===== config.mk =====
export PLATFORM = sky130hd
export DESIGN_NAME = zfh_mult_sched
export DESIGN_NICKNAME = d
export VERILOG_FILES = /design/src/rtl/fpu_types_pkg.sv /design/src/rtl/zfh_mult_sched_arb.sv /design/src/rtl/zfh_mult_sched.sv
export SDC_FILE = /design/constraint.sdc
export NUM_CORES = 1
export LEC_CHECK = 0
export CAP_MARGIN = 25
export CORE_ASPECT_RATIO = 0.8
export CORE_UTILIZATION = 40
export DETAILED_ROUTE_END_ITERATION = 10
export HOLD_SLACK_MARGIN = 0.02
export PLACE_DENSITY = 0.8
export SKIP_CTS_REPAIR_TIMING = 1
export SLEW_MARGIN = 5
export SYNTH_ARGS = -nofsm -noshare
export SYNTH_HDL_FRONTEND = slang
export SYNTH_HIERARCHICAL = 1
export SYNTH_SLANG_ARGS = --single-unit

===== constraint.sdc =====
create_clock -name CLK -period 2.3 [get_ports CLK]
set_clock_uncertainty 0.1 [all_clocks]
set_input_delay 0.46 -clock CLK [delete_from_list [all_inputs] [get_ports CLK]]
set_output_delay 0.46 -clock CLK [all_outputs]
set_load 0.01 [all_outputs]

===== src/rtl/fpu_types_pkg.sv =====
// Half-precision (Zfh) field widths plus the shared types used by the
// multiplier scheduler.
package fpu_types_pkg;

  localparam int unsigned HALF_EXPONENT_W = 5;
  localparam int unsigned HALF_FRACTION_W = 10;
  localparam int unsigned HALF_FLOAT_W    = 1 + HALF_EXPONENT_W + HALF_FRACTION_W;

  typedef enum logic [1:0] {
    IDLE,
    EXEC,
    DONE
  } sched_state_t;

  typedef struct packed {
    logic [HALF_FLOAT_W-1:0] float1;
    logic [HALF_FLOAT_W-1:0] float2;
  } half_mult_req_t;

endpackage


===== src/rtl/zfh_mult_sched_arb.sv =====
// Round-robin pick: first set request at or after ptr, wrapping modulo NREQ.
module zfh_mult_sched_arb #(
  parameter int unsigned NREQ = 2,
  parameter int unsigned ID_W = 1
) (
  input  logic [NREQ-1:0] req,
  input  logic [ID_W-1:0] ptr,
  output logic            found,
  output logic [ID_W-1:0] grant_id
);

  // Upper segment [ptr, NREQ) is searched first, then the wrap-around [0, ptr).
  always_comb begin
    found    = 1'b0;
    grant_id = '0;
    for (int unsigned j = 0; j < NREQ; j++) begin
      if (!found && req[j] && (ID_W'(j) >= ptr)) begin
        found    = 1'b1;
        grant_id = ID_W'(j);
      end
    end
    for (int unsigned j = 0; j < NREQ; j++) begin
      if (!found && req[j]) begin
        found    = 1'b1;
        grant_id = ID_W'(j);
      end
    end
  end

endmodule


===== src/rtl/zfh_mult_sched.sv =====
// Shares one external Zfh multiplier among NREQ requesters: round-robin grant,
// fixed-latency hold of registered operands, single response channel.
module zfh_mult_sched
  import fpu_types_pkg::*;
#(
  parameter int unsigned NREQ    = 2,
  parameter int unsigned MUL_LAT = 2,
  parameter int unsigned ID_W    = (NREQ > 1) ? $clog2(NREQ) : 1
) (
  input  logic                         CLK,
  input  logic                         nRST,
  input  logic                         flush,
  input  logic [NREQ-1:0]              req_valid,
  output logic [NREQ-1:0]              req_ready,
  input  logic [NREQ*HALF_FLOAT_W-1:0] req_float1,
  input  logic [NREQ*HALF_FLOAT_W-1:0] req_float2,
  output logic                         rsp_valid,
  input  logic                         rsp_ready,
  output logic [ID_W-1:0]              rsp_id,
  output logic [HALF_FLOAT_W-1:0]      rsp_product,
  output logic [HALF_FLOAT_W-1:0]      mult_float1,
  output logic [HALF_FLOAT_W-1:0]      mult_float2,
  input  logic [HALF_FLOAT_W-1:0]      mult_product,
  output logic                         busy,
  output logic [15:0]                  op_count
);

  localparam int unsigned CNT_W = (MUL_LAT > 1) ? $clog2(MUL_LAT) : 1;

  sched_state_t   state, state_next;
  logic [ID_W-1:0]  rr_ptr;
  logic [ID_W-1:0]  cur_id;
  logic [CNT_W-1:0] cnt;
  half_mult_req_t   ops;
  half_mult_req_t   sel;
  logic             found;
  logic [ID_W-1:0]  grant_id;
  logic             grant_en;

  zfh_mult_sched_arb #(
    .NREQ (NREQ),
    .ID_W (ID_W)
  ) u_arb (
    .req      (req_valid),
    .ptr      (rr_ptr),
    .found    (found),
    .grant_id (grant_id)
  );

  assign grant_en    = (state == IDLE) && !flush && found;
  assign mult_float1 = ops.float1;
  assign mult_float2 = ops.float2;

  always_comb begin
    sel = '0;
    for (int unsigned j = 0; j < NREQ; j++) begin
      if (ID_W'(j) == grant_id) begin
        sel.float1 = req_float1[j*HALF_FLOAT_W +: HALF_FLOAT_W];
        sel.float2 = req_float2[j*HALF_FLOAT_W +: HALF_FLOAT_W];
      end
    end
  end

  always_ff @(posedge CLK or negedge nRST) begin
    if (!nRST) state <= IDLE;
    else       state <= state_next;
  end

  always_comb begin
    state_next = state;
    if (flush) begin
      state_next = IDLE;
    end else begin
      case (state)
        IDLE:    if (found) state_next = EXEC;
        EXEC:    if (cnt == '0) state_next = DONE;
        DONE:    if (rsp_ready) state_next = IDLE;
        default: state_next = IDLE;
      endcase
    end
  end

  always_comb begin
    busy      = (state != IDLE);
    rsp_valid = (state == DONE);
    req_ready = '0;
    for (int unsigned j = 0; j < NREQ; j++) begin
      req_ready[j] = grant_en && (grant_id == ID_W'(j));
    end
  end

  // Flush drops the in-flight product and any pending count, but keeps rr_ptr.
  always_ff @(posedge CLK or negedge nRST) begin
    if (!nRST) begin
      rr_ptr      <= '0;
      cur_id      <= '0;
      cnt         <= '0;
      ops         <= '0;
      rsp_id      <= '0;
      rsp_product <= '0;
      op_count    <= '0;
    end else begin
      if (grant_en) begin
        ops    <= sel;
        cur_id <= grant_id;
        rr_ptr <= (grant_id == ID_W'(NREQ - 1)) ? '0 : grant_id + 1'b1;
        cnt    <= CNT_W'(MUL_LAT - 1);
      end
      if ((state == EXEC) && !flush) begin
        if (cnt == '0) begin
          rsp_product <= mult_product;
          rsp_id      <= cur_id;
        end else begin
          cnt <= cnt - 1'b1;
        end
      end
      if ((state == DONE) && rsp_ready && !flush) begin
        op_count <= op_count + 16'd1;
      end
    end
  end

endmodule


==> results.md <==
* Status: completed
* Std cell rows at 28
* Main synth FF type: dfrtp_1
* Post-DRT Antenna Nets at 0
* Hold WC Path Type: primary input to async pin
* Cell Chain, Critical Path: buf_4, or2_2, clkdlybuf4s50_1
* Via/cell ratio at approximately 4.8
* Synth top area share at 56.3%
* Largest net degree at the start of global routing at between 70 and 80
* I/O pin cnt at roughly 160
* CP endpoint kind: primary output
* Post-Syn Area per Cell at ~12 sq um
* Hold slack final at 0.0394 ns
* Delay of the slowest critical-path stage at about 0.48 ns
* Gate power share at between 30% and 40%
* Fin. Hold Viols at 0
* Worst Path Max Fanout at 7
* Initial Util at 41.7%
* Family with the most delay on the worst path: buffers and inverters
* Routability cong. at just under 0.8
* Seq/Total Area, Yosys at between 50% and 60%
* Iter 0 DRT Violations at 92
* Clock share of power at approximately a quarter
* Max Fclk at 452 MHz
* Slew margin rel. at about three fifths
* CP required at around 1.7 ns
* CTS Root Buffer Type: clkbuf_8
* Fin. max-slew vios at 0
* Full die area at 8140 sq um
* Layout cells sized above 1 at 13.2%
* Most frequent cell after synthesis: dfrtp_1
* Final net count at between 500 and 600
* Total core area at roughly 7500 sq um
* Vias at 2553
* Kind of critical path: register to primary output
* Clock Tree Buf Depth at 2
* Critical path's slowest cell: clkdlybuf4s50_1
* Post-place setup slack at -0.373 ns
* RSZ-0062 raised after global routing: no
* Async S/R FF share, synth at 100%
* Layout overhead on the synthesized area at 63.0%
* Total GRT Usage at 17.8%
* Port buffer count at around 150
* Post-route DRC at 0
* Switching portion of total power at approximately 29%
* Post-synth EDFFs at 0
* N_diodes at 0
* Max H-tree Level at 3
* Post-synth top area cell: dfrtp_1
* Post-Syn Area at ~3100 sq um
* Critical path arrival at approximately 1.7 ns
* CTS tree: done
* Syn Nets at approximately 350
* Initial antenna violation count at 0
* CP startpoint: state[1]
* Worst-path clk slew at about 0.080 ns
* Worst Slack Setup Final at approximately 0.088 ns
* Register share of total power at approximately 40%
* DP Wirelength at 5410 um
* Fin crit share at 96.2%
* Fin crit period at 2.21 ns
* Total wire length at just over 7000 um
* Switching pwr at approximately 1.3 mW
* CP bufs+invs at 2
* Drt pass-1 iters at 4
* Clk sinks at 70
* Die Ht at 80.9 um
* Total global routing overflow at 0
* Fillers at 609
* P per Cell Area at a little under 900 nW/um^2
* CP startpoint kind: register
* Synth top area cells: dfrtp_1, mux2i_1, mux2_2
* Syn. warnings at 6
* Yosys reg bits at 70
* First-pass GRT wire length at 11000 um
* Reg2reg start: state[1]
* Distinct cell type count after synthesis at 32
* Die X at about 100 um
* Top cells by count, synth: dfrtp_1, nor2_1, a21oi_1
* Least-Margin Pin Slew at about 0.58 ns
* Lkg Pwr at approximately 2.2 nW
* Synthesized netlist cell count at approximately 260
* Endpoints failing setup at 0
* Internal power at 3.15 mW
* VDD IR-drop max at between 400 and 500 uV
* Vias in the first global route at between 2000 and 2500
* Number of CTS-inserted buffers at 9
* Wire per inst at between 10 and 15 um
* Max-cap violations at 0
* Final Power at roughly 4.4 mW
* Worst-skew pair later-pin latency at 0.33 ns
-- worst paths after layout --
path	end	slack (ns)	cells past startpoint
max in group asynchronous	mult_float1[11]	1.77	2
min in group CLK	op_count[15]	0.37	1
worst max-delay path	busy	0.09	3
worst min register to register	op_count[15]	0.37	1
worst max register to register	mult_float1[8]	0.45	6
worst min-delay path	op_count[6]	0.04	2
-- state kept, by name, indices dropped and copies added (netlist names) --
| signal | flops |
|---|---|
| cnt | 1 |
| rsp_id | 1 |
| op_count | 16 |
| rr_ptr | 1 |
| mult_float1 | 16 |
| rsp_product | 16 |
| cur_id | 1 |
| state | 2 |
| mult_float2 | 16 |
-- cells by family (layout without fill, tap and decap cells) --
logic type / count (synthesis) / after routing / synth area share, %
fa+ha+maj: 1 / 1 / 0.402
simple gates: 73 / 73 / 12.8
compound gates: 38 / 38 / 6.36
flops: 70 / 70 / 56.3
mux: 50 / 50 / 16.8
xor+xnor: 15 / 15 / 4.22
buf+inv: 17 / 185 / 3.10
-- power groups by stage --
stage               logic (mW)  registers [mW]  clock network (mW)
finish                    1.57            1.75                1.09
global route              1.69            1.79                1.17
global placement          1.55            1.76                   0
detailed placement        1.58            1.78                   0
CTS                       1.58            1.76                1.12
floorplan                0.475            1.92                   0
-- placed cells by master, fill, tap and decap left out, types with 3 or more instances in the layout --
cell,instances
dfrtp_1,70
buf_4,10
a21oi_1,35
xnor2_1,11
mux2i_1,33
xor2_1,4
nor3_1,3
nand3_1,6
inv_1,3
nor2_1,37
clkdlybuf4s50_1,151
mux2_2,17
clkbuf_8,9
nand2_1,10
-- area by class of cell --
class	count	area [sq um]	share of cell area, %
Timing Repair Buffer	166	1660	32.7
Clock buffer	9	124	2.44
Inverter	3	11.3	0.222
Clock inverter	7	97.6	1.93
Tap cell	105	131	2.59
Sequential cell	70	1750	34.6
Multi-Input combinational cell	177	1300	25.6
-- metal layers --
metal / global-route usage (%) / routed length [um] / up-vias / share of wire (%)
met5: 0 / 0 / - / 0
met4: 6.67 / 100 / 0 / 1.4
met3: 8.95 / 786 / 10 / 11
met2: 29.0 / 3350 / 113 / 46
met1: 20.1 / 2980 / 1197 / 41
li1: - / - / 1233 / -
-- metrics by stage --
step | util [%] | area, sq um | TNS, ns | std cells
after CTS | 67.4 | 5030 | -0.636 | 535
after global routing | 67.9 | 5070 | 0 | 537
after detailed placement | 64.5 | 4810 | -1.80 | 519
final | 67.9 | 5070 | 0 | 537
after global placement | 64.5 | 4810 | -0.490 | 519
after floorplan | - | 3110 | 0 | 264
-- worst reg2reg max path, stage by stage (launching register included) --
cell and delay (ns):
dfrtp_1 0.39, buf_4 0.16, nor4b_4 0.27, buf_4 0.15, buf_4 0.47, nor2_1 0.11
a21oi_1 0.14
Note: power is estimated with default switching activity, not from simulation.
